`config.mk`:
```
export PLATFORM = sky130hd
export DESIGN_NAME = instr_fetch_unit_flat
export DESIGN_NICKNAME = d
export VERILOG_FILES = /design/src/rtl/instr_fetch_unit_if.sv /design/src/rtl/instr_fetch_unit.sv /design/src/flat_wrapper.sv
export SDC_FILE = /design/constraint.sdc
export NUM_CORES = 1
export LEC_CHECK = 0
export BUFFER_PORTS_ARGS = -buffer_cell sky130_fd_sc_hd__clkbuf_2
export CAP_MARGIN = 10
export CORE_UTILIZATION = 39
export DETAILED_ROUTE_END_ITERATION = 6
export GPL_TIMING_DRIVEN = 0
export HOLD_SLACK_MARGIN = 0.06
export PLACE_DENSITY = 0.66
export SYNTH_ARGS = -nofsm -noshare
export SYNTH_HDL_FRONTEND = slang
export SYNTH_SLANG_ARGS = --single-unit
export TNS_END_PERCENT = 30
```
`constraint.sdc`:
```
create_clock -name clk -period 4.1 [get_ports clk]
set_clock_uncertainty 0.2 [all_clocks]
set_input_delay 0.41 -clock clk [delete_from_list [all_inputs] [get_ports clk]]
set_output_delay 0.41 -clock clk [all_outputs]
set_load 0.01 [all_outputs]
```
`src/rtl/instr_fetch_unit_if.sv`:
```
// naive_bus: simple request/grant read/write bus.
// master drives requests; slave returns grant and read data.
interface naive_bus;
  logic        rd_req;
  logic        rd_gnt;
  logic [31:0] rd_addr;
  logic [31:0] rd_data;
  logic        wr_req;
  logic [31:0] wr_addr;
  logic [31:0] wr_data;
  logic [3:0]  wr_be;

  modport master (
    output rd_req, rd_addr,
    output wr_req, wr_addr, wr_data, wr_be,
    input  rd_gnt, rd_data
  );

  modport slave (
    input  rd_req, rd_addr,
    input  wr_req, wr_addr, wr_data, wr_be,
    output rd_gnt, rd_data
  );
endinterface

```
`src/rtl/instr_fetch_unit.sv`:
```
// Instruction fetch: naive_bus read master feeding a {pc,instr} FIFO.
// Ports: clk, rst_n, bus (master), redirect_en/pc, if_valid/ready/pc/instr.
module instr_fetch_unit #(
  parameter logic [31:0] BOOT_ADDR  = 32'h0000_0000,
  parameter int          FIFO_DEPTH = 4
) (
  input  logic        clk,
  input  logic        rst_n,
  naive_bus.master    bus,
  input  logic        redirect_en,
  input  logic [31:0] redirect_pc,
  output logic        if_valid,
  input  logic        if_ready,
  output logic [31:0] if_pc,
  output logic [31:0] if_instr
);

  localparam int AW = $clog2(FIFO_DEPTH);
  localparam int CW = AW + 1;

  typedef struct packed {
    logic [31:0] pc;
    logic [31:0] instr;
  } ent_t;

  ent_t          r_mem [FIFO_DEPTH];
  logic [AW-1:0] r_wptr;
  logic [AW-1:0] r_rptr;
  logic [CW-1:0] r_count;
  logic          r_started;
  logic          r_inflight;
  logic          r_stale;
  logic [31:0]   r_fetch_pc;
  logic [31:0]   r_inflight_pc;
  logic [31:0]   r_last_pc;
  logic [31:0]   r_last_instr;

  logic          w_room;
  logic          w_req;
  logic          w_gnt;
  logic          w_push;
  logic          w_pop;
  logic [CW:0]   w_occ;
  ent_t          w_head;
  logic          w_unused_pc_lsb;

  assign w_unused_pc_lsb = ^redirect_pc[1:0];

  // Outstanding read counts against FIFO room so a push never overflows.
  assign w_occ  = {1'b0, r_count} + {{CW{1'b0}}, r_inflight};
  assign w_room = w_occ < (CW+1)'(FIFO_DEPTH);
  assign w_req  = r_started & ~redirect_en & w_room;
  assign w_gnt  = w_req & bus.rd_gnt;

  // Redirect wins: return data and pop in that cycle are dropped.
  assign w_push = r_inflight & ~r_stale & ~redirect_en;
  assign w_pop  = if_valid & if_ready & ~redirect_en;

  assign bus.rd_req  = w_req;
  assign bus.rd_addr = r_started ? r_fetch_pc : 32'h0;
  assign bus.wr_req  = 1'b0;
  assign bus.wr_addr = 32'h0;
  assign bus.wr_data = 32'h0;
  assign bus.wr_be   = 4'h0;

  assign if_valid = (r_count != '0);
  assign w_head   = r_mem[r_rptr];
  // Head is shown while valid; otherwise the last shown values hold.
  assign if_pc    = if_valid ? w_head.pc    : r_last_pc;
  assign if_instr = if_valid ? w_head.instr : r_last_instr;

  always_ff @(posedge clk or negedge rst_n) begin
    if (!rst_n) begin
      for (int i = 0; i < FIFO_DEPTH; i++) begin
        r_mem[i] <= '0;
      end
      r_wptr        <= '0;
      r_rptr        <= '0;
      r_count       <= '0;
      r_started     <= 1'b0;
      r_inflight    <= 1'b0;
      r_stale       <= 1'b0;
      r_fetch_pc    <= BOOT_ADDR;
      r_inflight_pc <= '0;
      r_last_pc     <= '0;
      r_last_instr  <= '0;
    end else begin
      r_started    <= 1'b1;
      r_last_pc    <= if_pc;
      r_last_instr <= if_instr;
      r_stale      <= redirect_en & r_inflight;
      if (redirect_en) begin
        r_wptr     <= '0;
        r_rptr     <= '0;
        r_count    <= '0;
        r_inflight <= 1'b0;
        r_fetch_pc <= {redirect_pc[31:2], 2'b00};
      end else begin
        r_inflight <= w_gnt;
        if (w_gnt) begin
          r_inflight_pc <= r_fetch_pc;
          r_fetch_pc    <= r_fetch_pc + 32'd4;
        end
        if (w_push) begin
          r_mem[r_wptr] <= '{pc: r_inflight_pc, instr: bus.rd_data};
          r_wptr        <= r_wptr + AW'(1);
        end
        if (w_pop) begin
          r_rptr <= r_rptr + AW'(1);
        end
        unique case ({w_push, w_pop})
          2'b10:   r_count <= r_count + CW'(1);
          2'b01:   r_count <= r_count - CW'(1);
          default: r_count <= r_count;
        endcase
      end
    end
  end

  a_no_overflow: assert property (
    @(posedge clk) disable iff (!rst_n)
    !(w_push && !w_pop && r_count == CW'(FIFO_DEPTH))
  );

endmodule

```
`src/flat_wrapper.sv`:
```
// flat-port wrapper written by rule: the top's interface ports become plain ports
module instr_fetch_unit_flat 
#(
  parameter logic [31:0] BOOT_ADDR  = 32'h0000_0000,
  parameter int          FIFO_DEPTH = 4
)
  (clk, rst_n, redirect_en, redirect_pc, if_valid, if_ready, if_pc, if_instr, bus_rd_req, bus_rd_addr, bus_wr_req, bus_wr_addr, bus_wr_data, bus_wr_be, bus_rd_gnt, bus_rd_data);
  naive_bus bus_i ();
  input  logic clk;
  input  logic rst_n;
  input  logic redirect_en;
  input  logic [31:0] redirect_pc;
  output logic if_valid;
  input  logic if_ready;
  output logic [31:0] if_pc;
  output logic [31:0] if_instr;
  output wire logic [$bits(bus_i.rd_req)-1:0] bus_rd_req;
  output wire logic [$bits(bus_i.rd_addr)-1:0] bus_rd_addr;
  output wire logic [$bits(bus_i.wr_req)-1:0] bus_wr_req;
  output wire logic [$bits(bus_i.wr_addr)-1:0] bus_wr_addr;
  output wire logic [$bits(bus_i.wr_data)-1:0] bus_wr_data;
  output wire logic [$bits(bus_i.wr_be)-1:0] bus_wr_be;
  input wire logic [$bits(bus_i.rd_gnt)-1:0] bus_rd_gnt;
  input wire logic [$bits(bus_i.rd_data)-1:0] bus_rd_data;
  assign bus_rd_req = bus_i.rd_req;
  assign bus_rd_addr = bus_i.rd_addr;
  assign bus_wr_req = bus_i.wr_req;
  assign bus_wr_addr = bus_i.wr_addr;
  assign bus_wr_data = bus_i.wr_data;
  assign bus_wr_be = bus_i.wr_be;
  assign bus_i.rd_gnt = bus_rd_gnt;
  assign bus_i.rd_data = bus_rd_data;
  instr_fetch_unit #(.BOOT_ADDR(BOOT_ADDR), .FIFO_DEPTH(FIFO_DEPTH)) u_core (.clk(clk), .rst_n(rst_n), .bus(bus_i), .redirect_en(redirect_en), .redirect_pc(redirect_pc), .if_valid(if_valid), .if_ready(if_ready), .if_pc(if_pc), .if_instr(if_instr));
endmodule
```
# Word level (Yosys, flattened, before mapping)
# Cells that the tools add are included.
[totals] regBits=394 input_bits=69 out_inout_bits=167 elab_cells=68
[classes] add_sub_neg=6 order_cmp=4 eq_ne=2 n_mux=18 n_bitwise=12 reduce_logical=8
[ops] op="bitwise mux 256 bit" n=1
[ops] op="2-to-1 mux 64 bit" n=3
[ops] op="2-to-1 mux 32 bit" n=5
[ops] op="binary-select mux 64 bit (select 2 bit)" n=1
[ops] op="demux 64 bit (select 2 bit)" n=1
[ops] op="adder 32 x 3 -> 32 bit, second input constant" n=1
[ops] op="bitwise AND 1 bit" n=8
[ops] op="2-to-1 mux 2 bit" n=4
[ops] op="greater-or-equal comparator 3 bit, second input constant" n=2
[ops] op="NOT 2 -> 3 bit" n=2
[ops] op="one-hot mux 3 bit (2 select lines)" n=1
[ops] op="nonzero test 2 bit" n=3
[ops] op="nonzero test 3 bit" n=2
[ops] op="adder 2 x 1 -> 2 bit, second input constant" n=2
[ops] op="adder 3 x 1 -> 4 bit" n=1
[ops] op="less-than comparator 4 x 3 -> 1 bit, second input constant" n=1
[ops] op="AND reduction 2 bit" n=2
[ops] op="adder 3 x 1 -> 3 bit, second input constant" n=1
[ops] op="less-than comparator 3 x 1 -> 1 bit, second input constant" n=1
[ops] op="2-to-1 mux 3 bit" n=1
[ops] op="subtractor 3 x 1 -> 3 bit, second input constant" n=1
[ops] op="== test 2 x 1 -> 1 bit, second input constant" n=1
[ops] op="== test 2 bit, second input constant" n=1
[ops] op="NOT 1 bit" n=2
[ops] op="2 further kinds" n=2

# Longest topological paths before layout
[logic_depth] ltp_word=6 mapped_depth=8 ltp_nobuf=8

# Worst setup path before layout
# No wires, ideal clock.
[synth_timing] kind="register -> output" startpoint="register u_core.r_rptr[0]" endpoint="output if_pc[19]" arrival_time_ns=1.952 required_time_ns=3.490 path_slack_ns=1.538 path_stages_with_launch=6 n_path_buf=2 path_cell_list="dfrtp_1 -> clkbuf_1 -> buf_1 -> mux4_2 -> nand2_1 -> nand2_1"
[synth_via] elab_chain_len=5
[synth_rtl] element="start: declaration" line="instr_fetch_unit.sv:28" rtl="logic [AW-1:0] r_rptr;"
[synth_rtl] element="start signal: assignment" line="instr_fetch_unit.sv:109" rtl="r_rptr <= r_rptr + AW'(1);"
[synth_rtl] element="NOT 2 -> 3 bit (not written as such)" line="instr_fetch_unit.sv:67" rtl="assign w_head = r_mem[r_rptr];"
[synth_rtl] element="binary-select mux 64 bit (select 2 bit)" line="instr_fetch_unit.sv:67"
[synth_rtl] element="2-to-1 mux 64 bit (not written as such) (2 in a row)" line="instr_fetch_unit.sv:67"
[synth_rtl] element="2-to-1 mux 32 bit" line="instr_fetch_unit.sv:69" rtl="assign if_pc = if_valid ? w_head.pc : r_last_pc;"
[synth_rtl] element="end: declaration" line="flat_wrapper.sv:15" rtl="output logic [31:0] if_pc;"
# No other way between the ends. The select of a mux whose other input is x is not followed.

# Final worst setup path
[layout_timing] startpoint="register u_core.r_rptr[0]" endpoint="output if_instr[12]"
[layout_via] elab_chain_len=5
[layout_rtl] element="NOT 2 -> 3 bit (not written as such)" line="instr_fetch_unit.sv:67"
[layout_rtl] element="binary-select mux 64 bit (select 2 bit)" line="instr_fetch_unit.sv:67"
[layout_rtl] element="2-to-1 mux 64 bit (not written as such) (2 in a row)" line="instr_fetch_unit.sv:67"
[layout_rtl] element="2-to-1 mux 32 bit" line="instr_fetch_unit.sv:70" rtl="assign if_instr = if_valid ? w_head.instr : r_last_instr;"
[layout_rtl] element="end: declaration" line="flat_wrapper.sv:16" rtl="output logic [31:0] if_instr;"
# No other way between the ends. The select of a mux whose other input is x is not followed.

==> results.rst <==
.. list-table::
   :header-rows: 1

   * - Metric
     - Value
   * - Antenna-violating nets left
     - 0
   * - Commonest non-fill, non-tap cell in the layout
     - sky130_fd_sc_hd__dfrtp_1
   * - Warnings, synthesis
     - 0
   * - Final Routed Wirelength
     - 40.3 mm
   * - Vias in the first global route
     - 11.5k
   * - Slew @ Worst Pin
     - 1.00 ns
   * - Pin count of the biggest net entering global routing
     - 120
   * - Clk root buf
     - sky130_fd_sc_hd__clkbuf_16
   * - Overall die area
     - 44500 um^2
   * - Post-synthesis average cell area
     - 12.6 um^2
   * - Area of all placed cells without fillers
     - 21100 um^2
   * - Layout filler cell count
     - 3810
   * - Required time of the critical path
     - 3.49 ns
   * - Number of standard cells after synthesis
     - 1354
   * - Final net count
     - 1773
   * - Post-synth EDFFs
     - 0
   * - Number of hold-slack violations in the final timing report
     - 0
   * - Post-DR vias/cell
     - 4.89
   * - Total DRC errors in the routed layout
     - 0
   * - Port-buffer cells
     - 162
   * - Category of the most critical setup path
     - flop to output port
   * - Status
     - complete, no violations
   * - Register bit count reported by yosys
     - 382
   * - Synth top area share
     - 0.561
   * - Commonest cells after routing, fill and taps aside
     - sky130_fd_sc_hd__dfrtp_1, sky130_fd_sc_hd__nand2_1, sky130_fd_sc_hd__mux2_2
   * - Max FO, Critical Path
     - 10
   * - Worst Setup Slack, final
     - 0.338 ns
   * - Initial core utilization
     - 0.396
   * - Proportion of synthesized chip area in sequential cells
     - 0.561
   * - Deepest level of the CTS H-tree
     - 2
   * - Final non-filler cell total
     - 2314
   * - Worst min path class
     - primary input to asynchronous set/reset pin
   * - Total via count after detailed routing
     - 11.3k
   * - Worst vdd rail ir drop
     - 0.000342 V
   * - Max-slew headroom at the worst pin
     - 0.325
   * - I/O pins
     - 236
   * - Share of final-layout standard cells stronger than drive strength 1
     - 0.361
   * - Clock transition time at the flip-flop clock pins of the worst setup and hold paths
     - 0.06 ns
   * - DR pass1 iterations
     - 4
   * - Total of max-cap violations
     - 0
   * - Final critical-path share of the clock period
     - 0.918
   * - Std cell rows
     - 76
   * - Tightest hold margin
     - 0.189 ns
   * - Unrepaired setup endpoints after global routing
     - no
   * - Antenna violations before repair
     - 1
   * - Synthesis-to-finish area growth
     - 23.6%
   * - Detailed Route Iter0 Violations
     - 718
   * - Post-CTS setup-driven buffer insertion count
     - 0
   * - Global-route wire length before repair
     - 64.6 mm
   * - Power per cell area
     - 605 nW/um^2
   * - CTS sink count
     - 382
   * - Clock period minus final worst setup slack
     - 3.76 ns
   * - Clk Latency, worst-skew pair
     - 0.55 ns
   * - Peak Freq
     - 266 MHz
   * - Die width
     - 211 um
   * - Half-perimeter wire length after placement
     - 27.2 mm
   * - Critical Path Source Type
     - flop
   * - Setup violations, final
     - 0
   * - Overflow left after global routing
     - 0
   * - Die outline height
     - 211 um
   * - Final number of max-transition violations
     - 0
   * - Gr usage total
     - 0.185
   * - Main synth FF type
     - sky130_fd_sc_hd__dfrtp_1
   * - Post-placement setup slack
     - 0.646 ns
   * - Dominant cell type by area after synthesis
     - sky130_fd_sc_hd__dfrtp_1
   * - Distinct cell type count after synthesis
     - 45
   * - Ys async rst share
     - 1.00
   * - Instance area at placement
     - 18900 um^2
   * - Core Area
     - 43100 um^2
   * - Placed cell count
     - 2174
   * - Routability congestion estimate from global placement
     - 0.904
   * - CTS tree
     - done
   * - Area of the mapped netlist
     - 17000 um^2
   * - CP endpoint kind
     - output port
   * - Data arrival at the endpoint of the critical path
     - 3.15 ns
   * - Number of buffers created by CTS
     - 43
   * - Ranking of synthesized cells by area
     - sky130_fd_sc_hd__dfrtp_1, sky130_fd_sc_hd__mux2_2, sky130_fd_sc_hd__mux4_2, sky130_fd_sc_hd__nand2_1, sky130_fd_sc_hd__buf_4
   * - Leakage power
     - 10.3 nW
   * - Max clock buf depth
     - 3
   * - Average wire per standard cell
     - 17.4 um
## through the flow
step | setup TNS, ns | util | total power (W)
floorplan | 0 | - | 0.00735
global placement | -2174.27 | 0.438 | 0.00874
detailed placement | 0 | 0.440 | 0.00885
CTS | 0 | 0.489 | 0.0130
global route | 0 | 0.489 | 0.0135
finish | 0 | 0.489 | 0.0128
## layout make-up
| class | instances | area [um^2] | share of cell area |
|---|---|---|---|
| sequential | 382 | 9560 | 0.454 |
| multi-input combinational | 888 | 6890 | 0.327 |
| timing repair buffer | 229 | 1540 | 0.0732 |
| clock buffer | 63 | 1280 | 0.0609 |
| buffer | 147 | 837 | 0.0397 |
| tap | 585 | 732 | 0.0347 |
| clock inverter | 12 | 191 | 0.00909 |
| inverter | 7 | 26.3 | 0.00125 |
| antenna | 1 | 2.50 | 0.000119 |
## synth_stat cells, drive strengths merged, types with 7 or more instances
cell type  number
dfrtp         382
nand2         315
mux2          248
buf            85
clkbuf         62
mux4           62
and2           39
nand3          22
nor2           21
o21ai          18
nand4          10
o211ai         10
o311ai          8
a21oi           7
xor2            7
## critical path: stages (launching register included)
cell and delay (ns):
sky130_fd_sc_hd__dfrtp_1 0.32, sky130_fd_sc_hd__clkbuf_1 0.59, sky130_fd_sc_hd__buf_1 0.75, sky130_fd_sc_hd__mux4_2 0.63, sky130_fd_sc_hd__nand2_1 0.09, sky130_fd_sc_hd__nand2_1 0.08
sky130_fd_sc_hd__clkbuf_2 0.13
## registers in the layout, indices dropped and copies added, names as in the netlist
| name | flops |
|---|---|
| u_core.r_count | 3 |
| u_core.r_fetch_pc | 30 |
| u_core.r_inflight | 1 |
| u_core.r_inflight_pc | 30 |
| u_core.r_last_instr | 32 |
| u_core.r_last_pc | 32 |
| u_core.r_mem | 248 |
| u_core.r_rptr | 2 |
| u_core.r_stale | 1 |
| u_core.r_started | 1 |
| u_core.r_wptr | 2 |
## report_power, final
group | internal [W] | switching [W] | total [W]
clock | 0.00248 | 0.00151 | 0.00399
combinational | 0.00162 | 0.00210 | 0.00372
sequential | 0.00457 | 0.000478 | 0.00505
## per-layer routing
layer,up-vias,part of all wire,GRT usage,routed length (um)
li1,5252,-,-,-
met1,5691,0.46,0.259,18500
met5,-,0,0,0
met2,329,0.47,0.300,19100
met3,50,0.053,0.0321,2130
met4,0,0.016,0.0480,628
## path summary, 6_finish.rpt
path / startpoint / end / slack, ns / cells after the start
setup reg to reg: u_core.r_fetch_pc[2] / u_core.r_fetch_pc[22] / 1.07 / 6
setup / recovery: u_core.r_rptr[0] / if_instr[12] / 0.34 / 6
min in group clk: bus_rd_gnt / u_core.r_fetch_pc[28] / 0.23 / 4
hold reg to reg: u_core.r_last_pc[29] / u_core.r_last_pc[29] / 0.26 / 2
hold / removal: rst_n / u_core.r_last_instr[3] / 0.19 / 2
max in group asynchronous: rst_n / u_core.r_inflight_pc[15] / 2.56 / 3
## cell families (layout without fill, tap and decap cells)
group | after synthesis | count (layout) | share of synthesized area
simple gates | 431 | 431 | 0.108
flops | 382 | 382 | 0.561
mux | 314 | 314 | 0.248
buf+inv | 154 | 458 | 0.0504
compound gates | 55 | 55 | 0.0218
xor+xnor | 10 | 10 | 0.00514
fa+ha+maj | 6 | 6 | 0.00485
other cells | 2 | 73 | 0.000441
## timing repair
item	CTS	global route
hold endpoints to repair	207	0
endpoints found under the setup margin	0	26
hold buffers	64	0
resized for setup	0	8
Power figures use the tool's default switching activity.
